`src/rtl/fifo_write_arbiter.sv`:
```
// Round-robin arbiter sharing one FIFO write port among NREQ producers.
// A grant covers one burst of up to MAX_BURST words; stalls on fifo_full.
//
// state | meaning
// IDLE  | no owner; pick next requester from rr_ptr onward
// GRANT | grant_id owns the FIFO write port until release
module fifo_write_arbiter #(
    parameter int NREQ       = 4,
    parameter int DATA_WIDTH = 8,
    parameter int MAX_BURST  = 4
) (
    input  logic                       wclk,
    input  logic                       wrst_n,
    input  logic [NREQ-1:0]            req_valid,
    input  logic [NREQ-1:0]            req_last,
    input  logic [NREQ*DATA_WIDTH-1:0] req_data,
    output logic [NREQ-1:0]            req_ready,
    input  logic                       fifo_full,
    output logic                       fifo_w_en,
    output logic [DATA_WIDTH-1:0]      fifo_data_in,
    output logic [NREQ-1:0]            grant,
    output logic [$clog2(NREQ)-1:0]    grant_id,
    output logic                       busy,
    output logic [15:0]                wr_count
);
    localparam int IDW = $clog2(NREQ);
    localparam int BCW = $clog2(MAX_BURST + 1);

    typedef enum logic {IDLE = 1'b0, GRANT = 1'b1} state_t;

    state_t          state, state_d;
    logic [NREQ-1:0] grant_d;
    logic [IDW-1:0]  grant_id_d, rr_ptr, rr_ptr_d;
    logic [BCW-1:0]  burst_cnt, burst_cnt_d;
    logic [15:0]     wr_count_d;
    logic [IDW-1:0]  pick, hi_idx, lo_idx;
    logic            hi_hit;
    logic            g_valid, g_last, transfer;

    assign busy = (state == GRANT);

    // Lowest valid index at or above rr_ptr wins, else lowest valid overall.
    always_comb begin
        hi_idx = '0;
        lo_idx = '0;
        hi_hit = 1'b0;
        for (int i = NREQ - 1; i >= 0; i--) begin
            if (req_valid[i]) begin
                lo_idx = IDW'(i);
                if (IDW'(i) >= rr_ptr) begin
                    hi_idx = IDW'(i);
                    hi_hit = 1'b1;
                end
            end
        end
        pick = hi_hit ? hi_idx : lo_idx;
    end

    always_comb begin
        g_valid      = 1'b0;
        g_last       = 1'b0;
        fifo_data_in = '0;
        for (int i = 0; i < NREQ; i++) begin
            if (busy && (grant_id == IDW'(i))) begin
                g_valid      = req_valid[i];
                g_last       = req_last[i];
                fifo_data_in = req_data[i*DATA_WIDTH +: DATA_WIDTH];
            end
        end
    end

    // grant is all-zero in IDLE, so ready needs no separate state qualifier.
    assign req_ready = fifo_full ? '0 : grant;
    assign transfer  = busy & g_valid & ~fifo_full;
    assign fifo_w_en = transfer;

    always_comb begin
        state_d     = state;
        grant_d     = grant;
        grant_id_d  = grant_id;
        rr_ptr_d    = rr_ptr;
        burst_cnt_d = burst_cnt;
        wr_count_d  = transfer ? wr_count + 16'd1 : wr_count;
        case (state)
            IDLE: begin
                if (|req_valid) begin
                    state_d     = GRANT;
                    grant_d     = NREQ'(1) << pick;
                    grant_id_d  = pick;
                    burst_cnt_d = '0;
                end
            end
            GRANT: begin
                if (transfer) begin
                    burst_cnt_d = burst_cnt + BCW'(1);
                end
                if (!g_valid || (transfer && (g_last || burst_cnt_d == BCW'(MAX_BURST)))) begin
                    state_d    = IDLE;
                    grant_d    = '0;
                    grant_id_d = '0;
                    rr_ptr_d   = (grant_id == IDW'(NREQ - 1)) ? '0 : grant_id + IDW'(1);
                end
            end
            default: state_d = IDLE;
        endcase
    end

    always_ff @(posedge wclk or negedge wrst_n) begin
        if (!wrst_n) begin
            state     <= IDLE;
            grant     <= '0;
            grant_id  <= '0;
            rr_ptr    <= '0;
            burst_cnt <= '0;
            wr_count  <= '0;
        end else begin
            state     <= state_d;
            grant     <= grant_d;
            grant_id  <= grant_id_d;
            rr_ptr    <= rr_ptr_d;
            burst_cnt <= burst_cnt_d;
            wr_count  <= wr_count_d;
        end
    end
endmodule

```
`config.mk`:
```
export PLATFORM = sky130hd
export DESIGN_NAME = fifo_write_arbiter
export DESIGN_NICKNAME = d
export VERILOG_FILES = /design/src/rtl/fifo_write_arbiter.sv
export SDC_FILE = /design/constraint.sdc
export NUM_CORES = 1
export LEC_CHECK = 0
export BUFFER_PORTS_ARGS = -buffer_cell sky130_fd_sc_hd__buf_2
export CAP_MARGIN = 15
export CORE_MARGIN = 2
export CORE_UTILIZATION = 35
export CTS_CLUSTER_DIAMETER = 200
export DETAILED_ROUTE_END_ITERATION = 10
export PLACE_DENSITY = 0.75
export SKIP_LAST_GASP = 1
export SYNTH_ARGS = -nofsm -noshare
export SYNTH_HDL_FRONTEND = slang
export SYNTH_SLANG_ARGS = --single-unit
```
`constraint.sdc`:
```
create_clock -name wclk -period 2.41 [get_ports wclk]
set_clock_uncertainty 0.1 [all_clocks]
set_input_delay 0.3615 -clock wclk [delete_from_list [all_inputs] [get_ports wclk]]
set_output_delay 0.3615 -clock wclk [all_outputs]
set_load 0.01 [all_outputs]
```
### Yosys cells after proc, flatten, opt, wreduce, memory -nomap -nowiden

Index checks and enable logic that the tools add are counted.
Widths: inputs -> output; s select.

* flip-flop bits (word level): 28
* word-level logic and storage cells: 84
* bits of input ports: 43
* output and inout port bits: 36

* shifts and indexed selects: 1
* mux-type cells: 48
* equality and inequality tests: 6
* magnitude comparators: 4
* reduce and logical (&&, ||, !) cells: 12
* add/subtract/negate cells: 3
* bitwise logic cells: 4

Operators with widths (count)
* $mux 2: 16
* $mux 8: 4
* $mux 1: 18
* $add 16x1->16 const B: 1
* $mux 4: 3
* $mux 3: 3
* $pmux 4 s2: 1
* $pmux 3 s2: 1
* $logic_and 1x1->1: 5
* $eq 2x2->1 const B: 2
* $ge 1x2->1 const A: 2
* $ge 2x2->1 const A: 2
* $pmux 2 s2: 1
* $reduce_and 2->1: 2
* $reduce_or 4->1: 1
* $shl 1x2->4 const A: 1
* $add 3x1->3 const B: 1
* $eq 3x3->1 const B: 1
* $add 2x1->2 const B: 1
* $and 1x1->1: 2
* $eq 2x1->1 const B: 1
* $logic_not 2->1: 1
* $logic_or 1x1->1: 2
* $ne 2x1->1 const B: 1
* other kinds (4): 5

### Depth between registers and ports, before layout

Gate-level depths: netlist of the first run.

* word-level depth: 16
* gate-level depth with buffers: 10
* depth with buffers taken out: 8

### Least setup slack after synthesis of the first run

Ideal clock, no wire load.

* path kind: register to register
* from: register grant_id[0]
* to: register state (netlist: busy)
* stages on the path, launching flop included: 9
* period minus slack after synthesis: 2.324 ns
* path buffers: 1
* library setup time: 0.119 ns
* data required time: 2.191 ns
* setup slack: 0.086 ns
* data arrival time: 2.105 ns
* cell sequence: dfrtp_1 inv_1 ha_1 buf_4 a221oi_4 o211ai_2 xor2_1 o31a_1 o21ba_2

* cells in the longest elaborated chain, start to end: 16
* elaborated cells between the ends (all ways): 27
* those cells by class: eq/ne (4); mux (12); bitwise (2); reduce/logical (9)

Ends and longest elaborated chain
* start: declaration: RTL line 22 `output logic [$clog2(NREQ)-1:0] grant_id,`
* start signal: assignment: RTL line 119 `grant_id <= grant_id_d;`
* $logic_not 2->1: RTL line 64 `if (busy && (grant_id == IDW'(i))) begin`
* $logic_and 1x1->1: RTL line 64
* $mux 1 (4 in series): RTL line 64
* $and 1x1->1 (2 in series): RTL line 74 `assign transfer = busy & g_valid & ~fifo_full;`
* $mux 3: RTL line 94 `if (transfer) begin`
* $mux 3: RTL line 84 `case (state)`
* $eq 3x3->1: RTL line 97 `if (!g_valid || (transfer && (g_last || burst_cnt_d == BCW'(MAX_BURST)))) begin`
* $logic_or 1x1->1: RTL line 97
* $logic_and 1x1->1: RTL line 97
* $logic_or 1x1->1 (*): RTL line 97
* $mux 1 (*): RTL line 97
* $pmux 1 s2 (*): RTL line 84
* net state_d: RTL line 31 `state_t state, state_d;`
* end signal: assignment: RTL line 117 `state <= state_d;`
* end: declaration: RTL line 31

The timed path passes the listed nets; every way through them passes the cells marked *. The select of a mux whose other input is x is not followed.
A chain may end at the register's enable or synchronous reset.

### Worst setup path after layout of the first run

* from: register grant_id[1]
* to: register grant[2]

* cells in the longest elaborated chain, start to end: 16
* elaborated cells between the ends (all ways): 27
* those cells by class: eq/ne (5); mux (10); bitwise (2); reduce/logical (10)

Ends and longest elaborated chain
* $logic_not 2->1: RTL line 64
* $logic_and 1x1->1: RTL line 64
* $mux 1 (4 in series): RTL line 64
* $and 1x1->1 (2 in series): RTL line 74
* $mux 3: RTL line 94
* $mux 3: RTL line 84
* $eq 3x3->1: RTL line 97
* $logic_or 1x1->1: RTL line 97
* $logic_and 1x1->1: RTL line 97
* $logic_or 1x1->1 (*): RTL line 97
* $ne 2x1->1 (no line) (*)
* $reduce_and 2->1 (no line) (*)
* end signal: assignment: RTL line 118 `grant <= grant_d;`
* end: declaration: RTL line 21 `output logic [NREQ-1:0] grant,`

Mark *: on every way between the ends. The rest lies on a longest branch, timed or not. The select of a mux whose other input is x is not followed.

==> results of run 1 <==
[area by class of cell]
class                   instances  share of cell area (%)
clock inverters                 1                    1.17
inverters                       8                    1.26
clock buffers                   3                    1.60
multi-input cells             173                    45.8
well taps                      70                    3.40
repair buffers                 89                    19.5
flip-flops and latches         28                    27.2
[path summary, 6_finish.rpt]
path	slack (ps)	cells past startpoint	startpoint	endpoint
hold / removal	-10	1	wrst_n	wr_count[14]$_DFFE_PN0P_
setup / recovery	60	9	grant_id[1]$_DFFE_PN0P_	grant[2]$_DFFE_PN0P_
hold reg to reg	390	1	wr_count[13]$_DFFE_PN0P_	wr_count[13]$_DFFE_PN0P_
setup reg to reg	60	9	grant_id[1]$_DFFE_PN0P_	grant[2]$_DFFE_PN0P_
min in group wclk	390	1	wr_count[13]$_DFFE_PN0P_	wr_count[13]$_DFFE_PN0P_
max in group asynchronous	1770	1	wrst_n	grant_id[0]$_DFFE_PN0P_
[power groups by stage]
stage / Sequential, mW / Combinational, mW / Clock, mW
CTS: 0.707 / 1.46 / 0.370
finish: 0.719 / 1.57 / 0.364
detailed placement: 0.724 / 1.38 / 0
floorplan: 0.713 / 0.991 / 0
global placement: 0.716 / 1.36 / 0
global route: 0.743 / 1.74 / 0.391
[routing by layer]
layer	wire, microns	vias to the layer above	GRT usage (%)
met5	0	-	0
met4	21	0	4.04
met3	380	2	2.56
met2	2370	83	27.9
met1	2140	883	21.1
li1	-	928	-
[registers in the layout, indices dropped and copies added (netlist names)]
| register | flops |
|---|---|
| wr_count | 16 |
| grant | 4 |
| burst_cnt | 3 |
| grant_id | 2 |
| rr_ptr | 2 |
| busy | 1 |
[timing repair]
| action | CTS | global route |
|---|---|---|
| endpoints found under the setup margin | 15 | 21 |
| pin swaps | 3 | 2 |
| resized for setup | 3 | 19 |
| setup buffers | 5 | 0 |
[worst max-delay path: stages (launching register included)]
cell and delay, ps:
dfrtp_1 410, buf_4 170, ha_2 180, nand2b_4 150, a221oi_4 270, buf_6 150
o211ai_2 90, xor2_1 190, o22a_2 280, a22o_1 250
[logic make-up (layout without fill, tap and decap cells)]
logic type / count (synthesis) / after routing / synth area share [%]
compound gates: 58 / 58 / 21.1
xor+xnor: 17 / 17 / 7.78
fa+ha+maj: 6 / 6 / 3.92
buf+inv: 18 / 101 / 4.38
flops: 28 / 28 / 36.6
mux: 2 / 2 / 1.05
simple gates: 90 / 90 / 25.1
[stage by stage]
stage	power (mW)	util, %
5_1_grt	2.88	49.5
2_1_floorplan	1.70	-
3_5_place_dp	2.11	45.8
4_1_cts	2.54	48.0
3_3_place_gp	2.07	45.8
6_report	2.66	49.5
[placed cells by master (no fill, tap or decap), types with 6 or more instances in the layout]
cell      Yosys  final
xor2_1        6      6
dfrtp_1      28     27
buf_2         1     77
buf_4         2      6
o21ai_0       6      6
nand3_1       8      8
nor2_1       25     25
nand3b_1      8      8
nand2_1      25     25
xnor2_1      11     11
a21oi_1      28     27
==> reports/results.ini, run 1 <==
[floorplan]
initial_core_util_pct=36.8
io_pins=79
rows=26
die-area_sq_mm=0.00607
core_sq_mm=0.00520
fp.dieH_microns=77.9
die_w_microns=77.9

[cts]
numClockSinks=28
htreeDepth=1
cts_hold_buffers=0
clk_pin_slew_ps=100
cts_buffers=3
clkLatencyLatePin_ps=270
cts_tree=yes
clockBufferDepth=2
cts_root_buf=clkbuf_8

[cells_and_area]
areaGrowthSynthToFinish_pct=34.7
nets=352
fin_area_sq_mm=0.00258
drive_gt1_share_pct=37.4
antenna_cells=0
area.sequential_sq_um=702
n_fill_cell=515
final_cells=372
multi_input_area_sq_mm=0.00118

[placement]
dpl_cell_area_sq_mm=0.00238
placed_cells=363
post-place-ws_ps=-54.2
gp_congestion=0.768
placement.io_buffers=78
dp_hpwl_mm=3.69

[logic_synthesis]
synth_nets=268
synth_top_cell_by_area=dfrtp_1
ys.flop_type=dfrtp_1
synth_edf_count=0
synth_top_area_share_pct=36.6
yosysSeqAreaShare_pct=36.6
avgSynthCellArea_sq_um=8.74
async_reset_ff_share_pct=100
synthCells=219
synth-seq-cells=28
syn_area_sq_mm=0.00191
synthTopCellsByCount=a21oi_1 (28), dfrtp_1 (28), nand2_1 (25), nor2_1 (25), xnor2_1 (11)
netlist_top_cells_area=dfrtp_1 (37%), a21oi_1 (7.3%), xnor2_1 (5.0%)
synth_cell_type_count=44
ys_warn_count=0

[drt]
wl_per_cell_microns=13.2
vias_per_cell=5.10
dr.pass1.iters=5
drt_iter0_markers=46
drcViolationCount=0
wl_mm=4.91
final_antenna_net_count=0
via_count=1896

[pwr]
vdd_drop_max_mv=0.679
p_comb_share_pct=59.2
clkPwrFrac_pct=13.7
p_switching_mw=1.12
powerDensity_mw_per_mm2=1030
switching_share_pct=42.0
internal_power_mw=1.54
power.leakage_nw=1.32
seqPwrFrac_pct=27.1

[global_route]
overflow=0
groute.usage.overall_pct=16.2
grt_pass1_vias=1780
grt_start_max_net_pins=29
antenna_found_initial=0
grt_pass1_wl_mm=8.13

[flow_run]
maxCapViolations=0

[sta]
setup_ws_ps=60.7
post-route-period-util_pct=97.5
grt_setup_unrepaired=yes
final_hold_viol_count=16
min_period_ps=2350
slew_headroom_pct=59.0
slew_viol_final=0
setup-tns-final_ps=0
fmax_ghz=0.426
finalSetupViolCount=0
hold_slack_ps=-14.3
worst_slew_pin_slew_ps=615

[outcome]
violations=hold timing
status=finished, violations left

[worst_setup_path]
start_kind=flop
crit_type=flop to flop
cp_data_arrival_time_ps=2410
critPathMaxFanout=6
required_ps=2470
cp-end-kind=flop

[worst_hold_path]
hp-class=primary input to asynchronous set/reset pin

Note: power is estimated with default switching activity, not from simulation.
==> run 2: changes to the inputs <==
--- a/config.mk
+++ b/config.mk
@@ -12,6 +12,7 @@
 export CTS_CLUSTER_DIAMETER = 200
 export DETAILED_ROUTE_END_ITERATION = 10
 export PLACE_DENSITY = 0.75
+export RECOVER_POWER = 100
 export SKIP_LAST_GASP = 1
 export SYNTH_ARGS = -nofsm -noshare
 export SYNTH_HDL_FRONTEND = slang
==> run 2 against run 1 <==
The run now ends clean. Sequential share of layout area grew 0.36 points. Final cell count is the same. Global-route usage is the same. Die area is the same. Fmax shrank 0.12%. Critical path type unchanged. Critical endpoint is now busy$_DFF_PN0_. Largest cell class unchanged. Highest routed layer unchanged.
==> reports/results.ini, run 2 (synthesized netlist as in run 1, its figures left out) <==
[worst_setup_path]
r2r_start=grant_id[1]$_DFFE_PN0P_
r2r_end=busy$_DFF_PN0_
rr_worst_depth=8
cp-end-kind=flop
rrSetupSlack_ps=60
critPathMaxFanout=4
crit_end=busy$_DFF_PN0_
required_ps=2470
start_kind=flop
crit_type=flop to flop
cp_data_arrival_time_ps=2410
critPathLaunch=grant_id[1]$_DFFE_PN0P_

[cts]
cts_buffers=3
htreeDepth=1
numClockSinks=28
clockBufferDepth=2
clkLatencyLatePin_ps=270
cts_tree=yes
cts_root_buf=clkbuf_8
clk_pin_slew_ps=100

[floorplan]
die-area_sq_mm=0.00607
io_pins=79
initial_core_util_pct=36.8
rows=26
die_w_microns=77.9
core_sq_mm=0.00520
fp.dieH_microns=77.9

[flow_run]
maxCapViolations=0

[drt]
wl_mm=4.92
dr.pass1.iters=4
drcViolationCount=0
wl_per_cell_microns=13.2
final_antenna_net_count=0
drt_iter0_markers=50
via_count=1890
vias_per_cell=5.08

[global_route]
groute.usage.overall_pct=16.2
antenna_found_initial=0
grt_pass1_vias=1780
overflow=0
grt_start_max_net_pins=29
grt_pass1_wl_mm=8.13

[placement]
dpl_cell_area_sq_mm=0.00238
dp_hpwl_mm=3.69
post-place-ws_ps=-54.2
placement.io_buffers=78
gp_congestion=0.768
placed_cells=363

[sta]
setup-tns-final_ps=0
worst_slew_pin_slew_ps=1470
post-route-period-util_pct=97.6
slew_headroom_pct=1.84
finalSetupViolCount=0
hold_slack_ps=315
fmax_ghz=0.425
setup_ws_ps=57.8
slew_viol_final=0
min_period_ps=2350
grt_setup_unrepaired=yes
final_hold_viol_count=0

[cells_and_area]
final_common_cell=buf_2
nets=352
top_register=wr_count
final_core_util_pct=48.8
final_cells=372
antenna_cells=0
reg_top3=wr_count (16), grant (4), burst_cnt (3)
n_fill_cell=524
fin_area_sq_mm=0.00254
areaGrowthSynthToFinish_pct=32.9
drive_gt1_share_pct=29.1
final_cell_mix=buf_2 (52), a21oi_1 (27), dfrtp_1 (27)
largest_reg_flops=16

[pwr]
power.leakage_nw=1.21
power_mw=2.64
vdd_drop_max_mv=0.660
powerDensity_mw_per_mm2=1040

[outcome]
status=complete, no violations

[worst_hold_path]
hp-class=primary input to asynchronous set/reset pin

run 2: how the worst min path moves through the flow:
| stage | from | endpoint | cells after the start | slack (ps) |
|---|---|---|---|---|
| 5_1_grt | req_valid[2] | grant[3]$_DFFE_PN0P_ | 3 | 410 |
| 4_1_cts | wrst_n | wr_count[14]$_DFFE_PN0P_ | 1 | 5 |
| 3_5_place_dp | wrst_n | wr_count[14]$_DFFE_PN0P_ | 1 | 310 |
| 6_report | wrst_n | wr_count[14]$_DFFE_PN0P_ | 1 | 310 |
| 2_1_floorplan | wrst_n | burst_cnt[0]$_DFFE_PN0P_ | 0 | -30 |
| 3_3_place_gp | wrst_n | wr_count[15]$_DFFE_PN0P_ | 1 | 300 |
run 2: repair_timing:
item,CTS,global route
hold buffers,0,0
resized for setup,3,19
buffers inserted,5,0
endpoints found under the setup margin,15,21
pin swaps,3,2
run 2: worst max-delay path, stage by stage (launching register included):
cell and delay, ps:
dfrtp_1 410, buf_4 170, ha_2 180, and3_1 250
o21ai_4 190, clkbuf_2 240, a22oi_1 150, o31a_1 340
o21ba_2 210
run 2: power breakdown:
part,internal (mW),leakage [nW],switching (mW)
Combinational,0.720,0.805,0.833
Sequential,0.576,0.373,0.144
Clock,0.222,0.0357,0.143
run 2: layout make-up:
type	count	area [sq um]	area share, %
inverters	8	32.5	1.28
multi-input cells	173	1180	46.5
clock buffers	3	41.3	1.62
clock inverters	1	30.0	1.18
well taps	70	87.6	3.44
repair buffers	89	468	18.4
flip-flops and latches	28	702	27.6
run 2: routing by layer:
| metal | part of all wire (%) | routed length [microns] | global-route usage (%) |
|---|---|---|---|
| met5 | 0 | 0 | 0 |
| met4 | 0.43 | 21 | 4.04 |
| met1 | 44 | 2160 | 21.1 |
| met3 | 7.1 | 347 | 2.56 |
| met2 | 49 | 2390 | 27.9 |
==> run 3: changes to the inputs <==
--- a/config.mk
+++ b/config.mk
@@ -8,10 +8,10 @@
 export BUFFER_PORTS_ARGS = -buffer_cell sky130_fd_sc_hd__buf_2
 export CAP_MARGIN = 15
 export CORE_MARGIN = 2
-export CORE_UTILIZATION = 35
+export CORE_UTILIZATION = 44
 export CTS_CLUSTER_DIAMETER = 200
 export DETAILED_ROUTE_END_ITERATION = 10
-export PLACE_DENSITY = 0.75
+export PLACE_DENSITY = 0.88
 export RECOVER_POWER = 100
 export SKIP_LAST_GASP = 1
 export SYNTH_ARGS = -nofsm -noshare
==> run 3 against run 2 <==
Die area fell by 19%. Sequential power fell by 2%. Clock power rose by 4%. Critical path depth rose by 1. Register-to-register slack got worse by 40 ps. Fmax fell by 1.7%. Non-clock buffer count rose by 3. Global-route usage rose by 4.0 points. First-iteration DRC count rose by 78%. Hold slack improved by 59 ps. Critical endpoint unchanged.
==> reports/results.ini, run 3 (synthesized netlist as in run 1, its figures left out) <==
[global_route]
grt_pass1_wl_mm=8.16
grt_pass1_vias=1766
overflow=0
grt_start_max_net_pins=29
antenna_found_initial=0
groute.usage.overall_pct=20.1

[sta]
post-route-period-util_pct=99.3
worst_slew_pin_slew_ps=1480
slew_headroom_pct=1.57
setup-tns-final_ps=0
finalSetupViolCount=0
final_hold_viol_count=0
slew_viol_final=0
fmax_ghz=0.418
grt_setup_unrepaired=yes
min_period_ps=2390

[placement]
placed_cells=344
dp_hpwl_mm=3.60
gp_congestion=0.849
dpl_cell_area_sq_mm=0.00236
placement.io_buffers=78

[flow_run]
maxCapViolations=0

[pwr]
power_mw=2.68
vdd_drop_max_mv=0.676
powerDensity_mw_per_mm2=1050
power.leakage_nw=1.23

[worst_setup_path]
required_ps=2490
cp-end-kind=flop
cp_data_arrival_time_ps=2480
start_kind=flop
critPathMaxFanout=4
crit_type=flop to flop

[cells_and_area]
largest_reg_flops=16
antenna_cells=0
nets=355
drive_gt1_share_pct=30.2
fin_area_sq_mm=0.00254
reg_top3=wr_count (16), grant (4), burst_cnt (3)
final_common_cell=buf_2
areaGrowthSynthToFinish_pct=33.0
top_register=wr_count
n_fill_cell=339
final_cell_mix=buf_2 (53), dfrtp_1 (27), clkbuf_1 (26)
final_cells=355

[cts]
cts_root_buf=clkbuf_8
clkLatencyLatePin_ps=280
clk_pin_slew_ps=100
cts_buffers=3
cts_tree=yes
numClockSinks=28
htreeDepth=1
clockBufferDepth=2

[outcome]
status=complete, no violations

[drt]
wl_mm=5.02
wl_per_cell_microns=14.2
via_count=1917
vias_per_cell=5.40
final_antenna_net_count=0
drcViolationCount=0
dr.pass1.iters=4
drt_iter0_markers=89

[floorplan]
rows=23
die_w_microns=69.9
core_sq_mm=0.00409
die-area_sq_mm=0.00489
initial_core_util_pct=46.8
io_pins=79
fp.dieH_microns=69.9

[worst_hold_path]
hp-class=flop to flop

==> run 3: layer usage <==
| layer | routed length (microns) | GRT usage, % | vias to the layer above |
|---|---|---|---|
| li1 | - | - | 940 |
| met1 | 2100 | 25.9 | 913 |
| met2 | 2570 | 34.5 | 55 |
| met3 | 255 | 2.31 | 9 |
| met4 | 96 | 7.91 | 0 |
| met5 | 0 | 0 | - |
==> run 3: cell type report <==
cell class                 instances  area, sq um  share of cell area (%)
tap                               50         62.6                    2.46
clock buffer                       3         41.3                    1.62
multi-input combinational        173         1200                    47.1
timing repair buffer              92          482                    18.9
sequential                        28          702                    27.6
inverter                           8         30.0                    1.18
clock inverter                     1         30.0                    1.18
==> run 3: per-stage QoR <==
| step | hold WS, ps | worst slack, ps | util [%] |
|---|---|---|---|
| after floorplan | -34.1 | 85.7 | - |
| after global placement | 304 | 107 | 57.9 |
| after detailed placement | 312 | 45.4 | 57.9 |
| after CTS | 377 | -6.30 | 61.0 |
| after global routing | 386 | -76.6 | 62.3 |
| final | 374 | 16.7 | 62.3 |
==> run 3: worst max-delay path: stages (launching register included) <==
cell	delay (ps)
dfrtp_1	440
inv_2	90
ha_4	180
nand3b_4	160
a221oi_4	310
buf_6	160
o211ai_2	120
xor2_2	190
o31a_1	330
o21ba_2	210
==> run 3: worst paths after layout <==
path                                                from                  endpoint  slack, ps  cells past startpoint
worst max-delay path             grant_id[1]$_DFFE_PN0P_            busy$_DFF_PN0_         20                      9
max in group asynchronous                         wrst_n   grant_id[0]$_DFFE_PN0P_        390                      2
worst min register to register  wr_count[15]$_DFFE_PN0P_  wr_count[15]$_DFFE_PN0P_        370                      1
min in group asynchronous                         wrst_n   wr_count[9]$_DFFE_PN0P_        860                      2
worst min-delay path            wr_count[15]$_DFFE_PN0P_  wr_count[15]$_DFFE_PN0P_        370                      1
worst max register to register   grant_id[1]$_DFFE_PN0P_            busy$_DFF_PN0_         20                      9
==> run 3: repair_timing <==
item,in CTS,in global routing
setup endpoints to repair,9,23
resized for setup,3,19
endpoints found under the hold margin,12,0
setup buffers,5,1
pin swaps,2,6
hold buffers,1,0
==> run 3: where the power goes <==
part	total [mW]	switching (mW)	internal, mW	leakage (nW)
Clock	0.379	0.156	0.223	0.0357
Sequential	0.709	0.133	0.576	0.373
Combinational	1.59	0.860	0.734	0.818
Total	2.68	1.15	1.53	1.23
